File: config.mk
export PLATFORM = sky130hd
export DESIGN_NAME = sos_morse_generator
export DESIGN_NICKNAME = d
export VERILOG_FILES = /design/src/rtl/sos_morse_generator.sv
export SDC_FILE = /design/constraint.sdc
export NUM_CORES = 1
export LEC_CHECK = 0
export CORE_MARGIN = 2
export CORE_UTILIZATION = 63
export CTS_BUF_LIST = sky130_fd_sc_hd__clkbuf_4
export CTS_CLUSTER_SIZE = 12
export DETAILED_ROUTE_END_ITERATION = 10
export PLACE_DENSITY = 0.82
export SLEW_MARGIN = 15
export SYNTH_ARGS = -nofsm -noshare
export SYNTH_HDL_FRONTEND = slang
export SYNTH_SLANG_ARGS = --single-unit
File: constraint.sdc
create_clock -name CLK -period 2.4 [get_ports CLK]
set_clock_uncertainty 0.1 [all_clocks]
set_input_delay 0.48 -clock CLK [delete_from_list [all_inputs] [get_ports CLK]]
set_output_delay 0.48 -clock CLK [all_outputs]
set_load 0.01 [all_outputs]
File: src/rtl/sos_morse_generator.sv
// sos_morse_generator
// Plays one Morse "SOS" pattern (. . . - - - . . .) on Pin_Out for each
// start pulse on SOS_En_Sig. Busy_Sig is high while a pattern plays and
// Done_Sig pulses for one cycle when it completes. All outputs are registered.
//
// Build option: define SOS_TONE_EN to make Pin_Out toggle every T_TONE cycles
// during a mark, for a passive buzzer. Without it, Pin_Out is a steady 1
// during a mark, for an LED or an active buzzer.
module sos_morse_generator #(
    parameter int T_UNIT = 5_000_000,  // cycles per Morse time unit, minimum 2
    parameter int T_TONE = 12_500      // tone half-period in cycles (tone build only)
) (
    input  logic CLK,
    input  logic RST,
    input  logic SOS_En_Sig,
    output logic Pin_Out,
    output logic Busy_Sig,
    output logic Done_Sig
);

    localparam int CYC_W = (T_UNIT > 1) ? $clog2(T_UNIT) : 1;
    localparam logic [CYC_W-1:0] CYC_LAST = CYC_W'(T_UNIT - 1);
    localparam logic [3:0] IDX_LAST = 4'd8;

    typedef enum logic [1:0] {
        IDLE  = 2'd0,
        MARK  = 2'd1,
        SPACE = 2'd2
    } state_t;

    state_t           state_reg, state_next;
    logic [3:0]       idx_reg, idx_next;
    logic [CYC_W-1:0] cyc_reg, cyc_next;
    logic [1:0]       unit_reg, unit_next;
    logic             pin_reg, pin_next;
    logic             busy_reg, busy_next;
    logic             done_reg, done_next;

    // Decoded element properties: dashes are indices 3..5, letter gaps follow 2 and 5
    logic       is_dash;
    logic       is_letter_gap;
    logic [1:0] mark_last_unit;
    logic [1:0] gap_last_unit;
    logic       unit_done;
    logic       mark_done;
    logic       gap_done;

    // Element decode and end-of-element detection
    always_comb begin
        is_dash        = (idx_reg >= 4'd3) && (idx_reg <= 4'd5);
        is_letter_gap  = (idx_reg == 4'd2) || (idx_reg == 4'd5);
        mark_last_unit = is_dash ? 2'd2 : 2'd0;
        gap_last_unit  = is_letter_gap ? 2'd2 : 2'd0;
        unit_done      = (cyc_reg == CYC_LAST);
        mark_done      = unit_done && (unit_reg == mark_last_unit);
        gap_done       = unit_done && (unit_reg == gap_last_unit);
    end

    // Next-state, counter and registered-output logic
    always_comb begin
        state_next = state_reg;
        idx_next   = idx_reg;
        done_next  = 1'b0;
        // Counters free-run within an element; cleared below on every state change
        if (unit_done) begin
            cyc_next  = '0;
            unit_next = unit_reg + 2'd1;
        end else begin
            cyc_next  = cyc_reg + CYC_W'(1);
            unit_next = unit_reg;
        end

        case (state_reg)
            IDLE: begin
                cyc_next  = '0;
                unit_next = 2'd0;
                if (SOS_En_Sig) begin
                    state_next = MARK;
                    idx_next   = 4'd0;
                end
            end
            MARK: begin
                if (mark_done) begin
                    cyc_next  = '0;
                    unit_next = 2'd0;
                    if (idx_reg == IDX_LAST) begin
                        state_next = IDLE;
                        done_next  = 1'b1;
                    end else begin
                        state_next = SPACE;
                    end
                end
            end
            SPACE: begin
                if (gap_done) begin
                    cyc_next   = '0;
                    unit_next  = 2'd0;
                    idx_next   = idx_reg + 4'd1;
                    state_next = MARK;
                end
            end
            default: begin
                state_next = IDLE;
                idx_next   = 4'd0;
                cyc_next   = '0;
                unit_next  = 2'd0;
            end
        endcase

        // Outputs are computed from the next state so they line up with it
        busy_next = (state_next != IDLE);
    end

`ifdef SOS_TONE_EN
    localparam int TONE_W = (T_TONE > 1) ? $clog2(T_TONE) : 1;
    localparam logic [TONE_W-1:0] TONE_LAST = TONE_W'(T_TONE - 1);

    logic [TONE_W-1:0] tone_reg, tone_next;

    // Tone generator: restarts high at each mark, toggles every T_TONE cycles
    always_comb begin
        tone_next = '0;
        pin_next  = 1'b0;
        if (state_next == MARK) begin
            if (state_reg != MARK) begin
                tone_next = '0;
                pin_next  = 1'b1;
            end else if (tone_reg == TONE_LAST) begin
                tone_next = '0;
                pin_next  = ~pin_reg;
            end else begin
                tone_next = tone_reg + TONE_W'(1);
                pin_next  = pin_reg;
            end
        end
    end

    // Tone counter register
    always_ff @(posedge CLK) begin
        if (RST) begin
            tone_reg <= '0;
        end else begin
            tone_reg <= tone_next;
        end
    end
`else
    // Steady output during a mark; the tone half-period has no effect here
    always_comb begin
        pin_next = (state_next == MARK);
    end

    if (T_TONE < 1) begin : g_tone_param_range
    end
`endif

    // State, counters and output registers; reset abandons any pattern silently
    always_ff @(posedge CLK) begin
        if (RST) begin
            state_reg <= IDLE;
            idx_reg   <= 4'd0;
            cyc_reg   <= '0;
            unit_reg  <= 2'd0;
            pin_reg   <= 1'b0;
            busy_reg  <= 1'b0;
            done_reg  <= 1'b0;
        end else begin
            state_reg <= state_next;
            idx_reg   <= idx_next;
            cyc_reg   <= cyc_next;
            unit_reg  <= unit_next;
            pin_reg   <= pin_next;
            busy_reg  <= busy_next;
            done_reg  <= done_next;
        end
    end

    assign Pin_Out  = pin_reg;
    assign Busy_Sig = busy_reg;
    assign Done_Sig = done_reg;

endmodule

==> flow_summary.yaml, run 1 <==
synth:
  synth_area_leader_cell: "dfxtp_1"
  synth_seq_cells: 34
  synth_top_area_share_pct: 37.5
  ys_seq_area_share_pct: 37.5
  syn_inst: 203
  synthesis.area_mm2: 0.00182
  synth.avg_cell_area_um2: 8.94
  synth_edf_count: 0
  ys_warn_count: 0
  yosys_most_used_dff: "dfxtp_1"
  async_flop_share_pct: 0
  yosysUniqueCellTypes: 43
  syn_nets: 215
  yosys-top-cells-area: "dfxtp_1 (37%), nor2_1 (8.1%), ha_1 (6.2%), xnor2_1 (5.8%), xor2_1 (5.3%)"
power_and_ir_drop:
  vdd_drop_max_v: 0.000724
  p_leak_nw: 0.682
  p_int_w: 0.000816
  power.density_mw_per_mm2: 528
  comb_power_share_pct: 6.0
  clkPwrFrac_pct: 39.3
  switchingPower_w: 0.000233
  swShare_pct: 22.3
  power_frac_seq_pct: 54.7
detailed_routing:
  drt-met1-wl_mm: 1.59
  routed_wl_mm: 3.52
  wire_per_inst_um: 14.3
  dr_wl_met3_um: 98
  drt_iter0_markers: 96
  wl_met2_mm: 1.79
  vias: 1417
  drc: 0
  top_layer_used: "met4"
  dr.pass1.iters: 4
  drt-vias-per-instance: 5.76
  drtAntennaViolNets: 0
setup_path:
  crit_slowest_cell: "dfxtp_1"
  crit_path_end_kind: "register"
  r2r_start: "idx_reg[0]"
  worstPathRequired_ps: 2580
  cp_data_arrival_time_ps: 2430
  crit_cells: 8
  r2r_setup_slack_ps: 150
  reg2reg_to: "idx_reg[1]"
  critPathLaunchType: "register"
  critical_path.startpoint: "idx_reg[0]"
  criticalPathCategory: "register to register"
  crit_end: "idx_reg[1]"
  path_max_fanout: 6
  r2r_cells: 8
  path_cells: "inv_1, ha_1, mux2i_1, nor3_1, o41ai_4, nor3b_2, mux2_1, nor2_1"
  max_stage_delay_ps: 440
  crit_buf_inv: 1
  crit_family: "multiplexers"
run_status:
  run_status: "finished clean"
grt:
  antenna_found_initial: 0
  track_usage_pct: 23.8
  grt_pass1_vias: 1337
  grt_pass1_wl_mm: 6.07
  grt_overflow: 0
  grt_max_degree: 24
floorplan:
  start_util_pct: 65.8
  die_h_um: 57.7
  core_mm2: 0.00276
  io_pins: 6
  rows: 19
  die_x_um: 57.7
  die_area_mm2: 0.00333
layout:
  final_net_count: 226
  drive_gt1_share_pct: 8.37
  final_common_cell: "nor2_1"
  synthToLayoutAreaGrowth_pct: 9.44
  fillCellCount: 221
  final_cell_mix: "nor2_1 (39), dfxtp_1 (34), xnor2_1 (12)"
  fin_util_pct: 72.1
  antenna_cells: 0
  largest_register_ffs: 23
placed_design:
  gp_congestion: 0.880
  pre_cts_slack_ps: 189
  dp_hpwl_mm: 2.64
  numPortBuffers: 5
timing:
  setup_viol: 0
  period_needed_ps: 2250
  setup_tns_ps: 0
  clock.fmax_mhz: 444
  finalCritPeriodShare_pct: 93.8
  worstMarginPinSlew_ps: 535
  layout_setup_ws_ps: 148
  relSlewSlack_pct: 64.2
  rsz0062_at_grt: "false"
  hold_violations: 0
  final_max_slew_viol_count: 0
clock_network:
  cts_resized: 0
  insertion_delay_ps: 340
  cts_hold_buf: 0
  htreeDepth: 2
  cts.sinks: 34
  clkSlewWorstSetupHoldPaths_ps: 110
  cts_tree: "built"
  cts_buffer_depth: 2
  post-cts-setup-buffer-count: 0
  root_buffer: "clkbuf_4"
  cts_made_buffers: 5
flow_run:
  cap_violations: 0
worst_hold_path:
  hp-class: "register to register"
cells in the mapped netlist (3+ instances only):
master and n:
nor2_1 39, dfxtp_1 34, xnor2_1 12, nand2_1 11, xor2_1 11, ha_1 9, nand3_1 8, nor2b_1 7
nor3_1 7, inv_1 6, nand4_1 6, a21oi_1 4, and3_1 4, and2_1 3, and4bb_1 3, o21a_1 3
or3_1 3
cell type report:
cell class | count | area, µm² | share of cell area (%)
multi-input combinational | 159 | 1090 | 55.1
sequential | 34 | 681 | 34.3
timing repair buffer | 8 | 72.6 | 3.65
clock inverter | 3 | 40.0 | 2.02
tap | 31 | 38.8 | 1.95
clock buffer | 5 | 37.5 | 1.89
inverter | 6 | 22.5 | 1.13
logic make-up (layout without fill, tap and decap cells):
kind of cell               count (synthesis)  count (layout)  share of synthesized area [%]
adders and majority gates                  9               9                           6.20
muxes                                      3               3                           1.72
buffers and inverters                     10              22                           2.21
DFF                                       34              34                           37.5
AOI/OAI and AO/OA                         16              16                           7.10
xor gates and xnor gates                  23              23                           11.1
and+or+nand+nor                          108             108                           34.2
power groups by stage:
stage          registers (W)  logic [W]  clock network (W)
4_1_cts             0.000574  0.0000631           0.000423
5_1_grt             0.000575  0.0000683           0.000452
3_5_place_dp        0.000587  0.0000633                  0
6_report            0.000574  0.0000629           0.000412
3_3_place_gp        0.000586  0.0000604                  0
2_1_floorplan       0.000588  0.0000392                  0
worst min path at each step:
stage,startpoint,endpoint,slack (ps),depth (start not counted)
2_1_floorplan,cyc_reg[0],cyc_reg[0],310,1
3_3_place_gp,cyc_reg[0],cyc_reg[0],320,1
3_5_place_dp,cyc_reg[0],cyc_reg[0],330,1
4_1_cts,cyc_reg[0],cyc_reg[0],350,1
5_1_grt,cyc_reg[0],cyc_reg[0],360,1
6_report,cyc_reg[0],cyc_reg[0],350,1
metal layers:
metal	global-route usage [%]	up-vias
met4	7.97	0
met3	6.70	4
met1	29.3	674
met5	0	-
li1	-	723
met2	39.9	16
stage by stage:
stage / hold slack (ps) / instances / cell area [µm²] / total power [W]
after global placement: 322 / 238 / 1910 / 0.000647
after global routing: 364 / 246 / 1990 / 0.00110
after detailed placement: 334 / 238 / 1910 / 0.000651
after floorplan: 313 / 203 / 1820 / 0.000627
final: 350 / 246 / 1990 / 0.00105
after CTS: 350 / 246 / 1990 / 0.00106
Note: power is estimated with default switching activity, not from simulation.
==> run 2, diff against run 1 <==
--- a/config.mk
+++ b/config.mk
@@ -10,7 +10,7 @@
 export CTS_BUF_LIST = sky130_fd_sc_hd__clkbuf_4
 export CTS_CLUSTER_SIZE = 12
 export DETAILED_ROUTE_END_ITERATION = 10
-export PLACE_DENSITY = 0.82
+export PLACE_DENSITY_LB_ADDON = 0.15
 export SLEW_MARGIN = 15
 export SYNTH_ARGS = -nofsm -noshare
 export SYNTH_HDL_FRONTEND = slang
==> run 2 against run 1 <==
Effect of this change: register-to-register slack about the same; worst setup slack got worse by 10 ps; non-clock buffer count is 3 higher; clock power down 25%; flip-flop and latch count did not move; core utilization increased by 0.23 points; hold slack worse by 0.61 ps; first-iteration DRC count is 13% lower; sequential power hardly changed; critical path depth rose by 1; largest power group unchanged.
==> flow_summary.yaml, run 2 (synthesized netlist as in run 1, its figures left out) <==
run_status:
  run_status: "finished clean"
timing:
  whs_ps: 349
  worstMarginPinSlew_ps: 476
  period_needed_ps: 2260
  setup_viol: 0
  relSlewSlack_pct: 68.0
  final_max_slew_viol_count: 0
  clock.fmax_mhz: 442
  hold_violations: 0
  setup_tns_ps: 0
  finalCritPeriodShare_pct: 94.3
placed_design:
  dp_hpwl_mm: 2.58
  dp.cells: 241
  gp_congestion: 0.880
  numPortBuffers: 5
setup_path:
  path_max_fanout: 4
  r2r_cells: 9
  worstPathRequired_ps: 2540
  crit_slowest_cell: "dfxtp_1"
  r2r_setup_slack_ps: 140
  max_stage_delay_ps: 390
  criticalPathCategory: "register to register"
  r2r_start: "idx_reg[1]"
  crit_family: "compound AO/OA/AOI/OAI gates"
  reg2reg_to: "state_reg[1]"
  crit_buf_inv: 2
  crit_path_end_kind: "register"
  cp_data_arrival_time_ps: 2400
  critPathLaunchType: "register"
  path_cells: "inv_1, ha_1, mux2i_1, nor3_1, o41ai_4, buf_4, nor2b_1, o22ai_1, and2_1"
power_and_ir_drop:
  vdd_drop_max_v: 0.000533
  power.density_mw_per_mm2: 476
  total_power_w: 0.000948
  p_leak_nw: 0.687
floorplan:
  core_mm2: 0.00276
  die_x_um: 57.7
  rows: 19
  start_util_pct: 65.8
  die_h_um: 57.7
  die_area_mm2: 0.00333
  io_pins: 6
layout:
  antenna_cells: 0
  largest_register_ffs: 23
  final_cells: 249
  fillCellCount: 207
  fin_util_pct: 72.3
  final_net_count: 229
  final_cell_mix: "nor2_1 (39), dfxtp_1 (33), xnor2_1 (12)"
  synthToLayoutAreaGrowth_pct: 9.79
  final_common_cell: "nor2_1"
  drive_gt1_share_pct: 9.63
grt:
  grt_max_degree: 16
  antenna_found_initial: 0
  grt.met2_usage_pct: 40.3
  busiest_layer: "met2"
  grt_pass1_vias: 1495
  grt_pass1_wl_mm: 6.24
  track_usage_pct: 24.4
  grt_overflow: 0
  grtUsageMet1_pct: 29.1
  grt_use_met3_pct: 5.13
clock_network:
  cts_buffer_depth: 2
  insertion_delay_ps: 350
  root_buffer: "clkbuf_4"
  cts_tree: "built"
  cts_made_buffers: 5
  clkSlewWorstSetupHoldPaths_ps: 100
  post-cts-setup-buffer-count: 0
  htreeDepth: 2
  cts.sinks: 34
worst_hold_path:
  hold_end: "cyc_reg[0]"
  worstHoldStart: "cyc_reg[0]"
  hp-class: "register to register"
  whs_path_depth: 1
detailed_routing:
  vias: 1439
  routed_wl_mm: 3.48
  dr.pass1.iters: 4
  drt_iter0_markers: 84
  wire_per_inst_um: 14.0
  drt-vias-per-instance: 5.78
  drc: 0
  drtAntennaViolNets: 0
flow_run:
  cap_violations: 0
[run 2: cell types whose count changed in the layout (fill, tap and decap cells not counted)]
cell,before,now
clkinv_1,0,1
clkbuf_4,5,6
nor3b_2,1,0
clkinv_2,2,1
bufinv_16,1,0
nor3b_4,0,1
dfxtp_1,34,33
buf_4,3,6
dfxtp_2,0,1
[run 2: routing by layer]
layer	wire, µm	up-vias
met5	0	-
met4	45	0
met3	191	5
met2	1700	30
met1	1550	669
li1	-	735
[run 2: worst register-to-register path, stage by stage, from the launching register on]
cell     delay, ps
dfxtp_1        390
inv_1           90
ha_1           220
mux2i_1        240
nor3_1         140
o41ai_4        360
buf_4          190
nor2b_1        120
o22ai_1        130
and2_1         190
[run 2: worst max path at each step]
| stage | startpoint | depth (start not counted) | to | slack, ps |
|---|---|---|---|---|
| 6_report | idx_reg[1] | 9 | state_reg[1] | 140 |
| 5_1_grt | idx_reg[1] | 8 | idx_reg[1] | -9 |
| 4_1_cts | idx_reg[0] | 8 | idx_reg[1] | 170 |
| 3_5_place_dp | idx_reg[0] | 8 | idx_reg[1] | 190 |
| 3_3_place_gp | idx_reg[0] | 8 | idx_reg[1] | 290 |
| 2_1_floorplan | idx_reg[0] | 8 | idx_reg[1] | 300 |
[run 2: area by class of cell]
| cell class | count | area (µm²) | area share (%) |
|---|---|---|---|
| clock inverters | 2 | 8.76 | 0.439 |
| well taps | 31 | 38.8 | 1.95 |
| repair buffers | 11 | 95.1 | 4.77 |
| inverters | 6 | 22.5 | 1.13 |
| clock buffers | 6 | 45.0 | 2.26 |
| flip-flops and latches | 34 | 682 | 34.2 |
| multi-input cells | 159 | 1100 | 55.2 |
[run 2: repair_timing]
action / 4_1_cts / 5_1_grt
hold buffers: 0 / 0
setup endpoints to repair: 0 / 1
gates resized for setup: 0 / 2
[run 2: metrics by stage]
step	area, µm²	setup WS, ps
after floorplan	1820	302
after global placement	1930	294
after detailed placement	1930	187
after CTS	1990	172
after global routing	1990	-9.49
final	1990	137
[run 2: where the power goes]
group	internal, W	leakage [nW]	total [W]	switching [W]
Combinational	0.0000339	0.379	0.0000684	0.0000346
Clock	0.000121	0.0331	0.000307	0.000185
Sequential	0.000570	0.275	0.000573	0.00000352
Total	0.000725	0.687	0.000948	0.000224
==> patch (flow settings as in run 1) <==
Set the parameter `T_UNIT` to 2_500_000 (it was 5_000_000).
--- a/src/rtl/sos_morse_generator.sv
+++ b/src/rtl/sos_morse_generator.sv
@@ -8,5 +8,5 @@
 // during a mark, for an LED or an active buzzer.
 module sos_morse_generator #(
-    parameter int T_UNIT = 5_000_000,  // cycles per Morse time unit, minimum 2
+    parameter int T_UNIT = 2_500_000,  // cycles per Morse time unit, minimum 2
     parameter int T_TONE = 12_500      // tone half-period in cycles (tone build only)
 ) (
Check against the original RTL: same outputs for any inputs over 10 cycles, from zero or initial values and one cycle with RST high; that may be too few to reach the edited logic, so the function may still have changed.
==> patch against run 1 <==
The flow now finishes with violations (negative setup slack); total power is 1.1% lower; wire length grew 8.2%; cell area rose by 2.6%; utilization up 8.8 points; setup slack lost 0.16 ns; sequential cell count shrank 1; synthesized area down 5.9%; clock power increased by 3%; highest routed layer unchanged.
==> patch: results <==
sta:
  worst_hold_slack_ns: 0.419
  fin_ws_ns: -0.0103
  setup_tns_ns: -0.0103
  finalSetupViolations: 1
detailed_routing:
  avgViaCountPerCell: 5.97
  drtIter0Drc: 37
  vias: 1493
  drt_wl_total_microns: 3810
layout:
  inverters_excl_clock: 9
  clock_buffers: 5
  fin_nets: 231
  clkCellAreaFrac: 0.0387
  drive_gt1_frac: 0.168
  buf_share: 0.0835
  area_growth_pct: 19.3
  num-nonclk-buffers: 21
  multiInputGateArea_sq_um: 1050
  nFillCells: 169
  multi_input_gates: 149
  seq_cells: 33
  sh_seq_area: 0.326
  largest_register_ffs: 22
worst_setup_path:
  cp.arrival_ns: 2.60
  r2r_slack_ns: -0.01
  path_max_fanout: 5
global_route:
  grt_pass1_vias: 1376
  grt_max_degree: 22
  grt.total_usage: 0.253
  use_met1: 0.265
  grt_pass1_wl_microns: 6040
run_status:
  violations: "negative setup slack"
  status: "finished with violations"
synth:
  synthCells: 197
  synth_mux_area_frac: 0.00586
  seq_area_frac_synth: 0.387
  synth_common_cells: "nor2_1, dfxtp_1, xor2_1"
  synth-xor-area-share: 0.123
  yosys_warnings: 0
  synth-compound-area-share: 0.0615
  synthAdderAreaFrac: 0.0659
  synth_cell_type_count: 39
  synthTopCellsByArea: "dfxtp_1, nor2_1, xor2_1"
power:
  power.switching_uw: 243
  comb_power_share: 0.055
  vdd_ir_drop_max_mv: 0.609
  internal_power_uw: 795
floorplan:
  fp.dieW_microns: 56.1
placed_design:
  dp.cells: 241
  post_dp_cell_area_sq_um: 1890
  dp_hpwl_microns: 2680
  place.gp.congestion: 0.864
  place_ws_ns: -0.00933
cts:
  clk_pin_slew_ns: 0.11
  htreeDepth: 2
  clock_latency_ns: 0.36
patch: cell types whose count changed after synthesis, sizes merged, moves of 3 or more:
cell | run 1 | this run
nand3 | 8 | 12
o21ai | 2 | 5
nor2b | 7 | 4
nor4bb | 0 | 3
nor3 | 8 | 2
xor2 | 11 | 14
inv | 6 | 9
clkbuf | 2 | 5
nor4 | 1 | 4
and4bb | 3 | 0
nor2 | 39 | 34
patch: final timing paths:
check,startpoint,endpoint,depth (start not counted)
setup / recovery,cyc_reg[17],Pin_Out,6
hold / removal,cyc_reg[18],cyc_reg[18],2
setup reg to reg,cyc_reg[17],Pin_Out,6
hold reg to reg,cyc_reg[18],cyc_reg[18],2
patch: worst max-delay path: stages, from the launching register on:
cell      delay (ns)
dfxtp_2         0.36
and2_4          0.17
or4b_4          0.45
or3_4           0.35
or4_4           0.50
o221ai_4        0.20
nor4b_4         0.21
patch: layer usage:
metal	vias to the layer above	share of wire
li1	727	-
met1	704	0.39
met2	47	0.52
met3	15	0.049
met4	0	0.041
met5	-	0
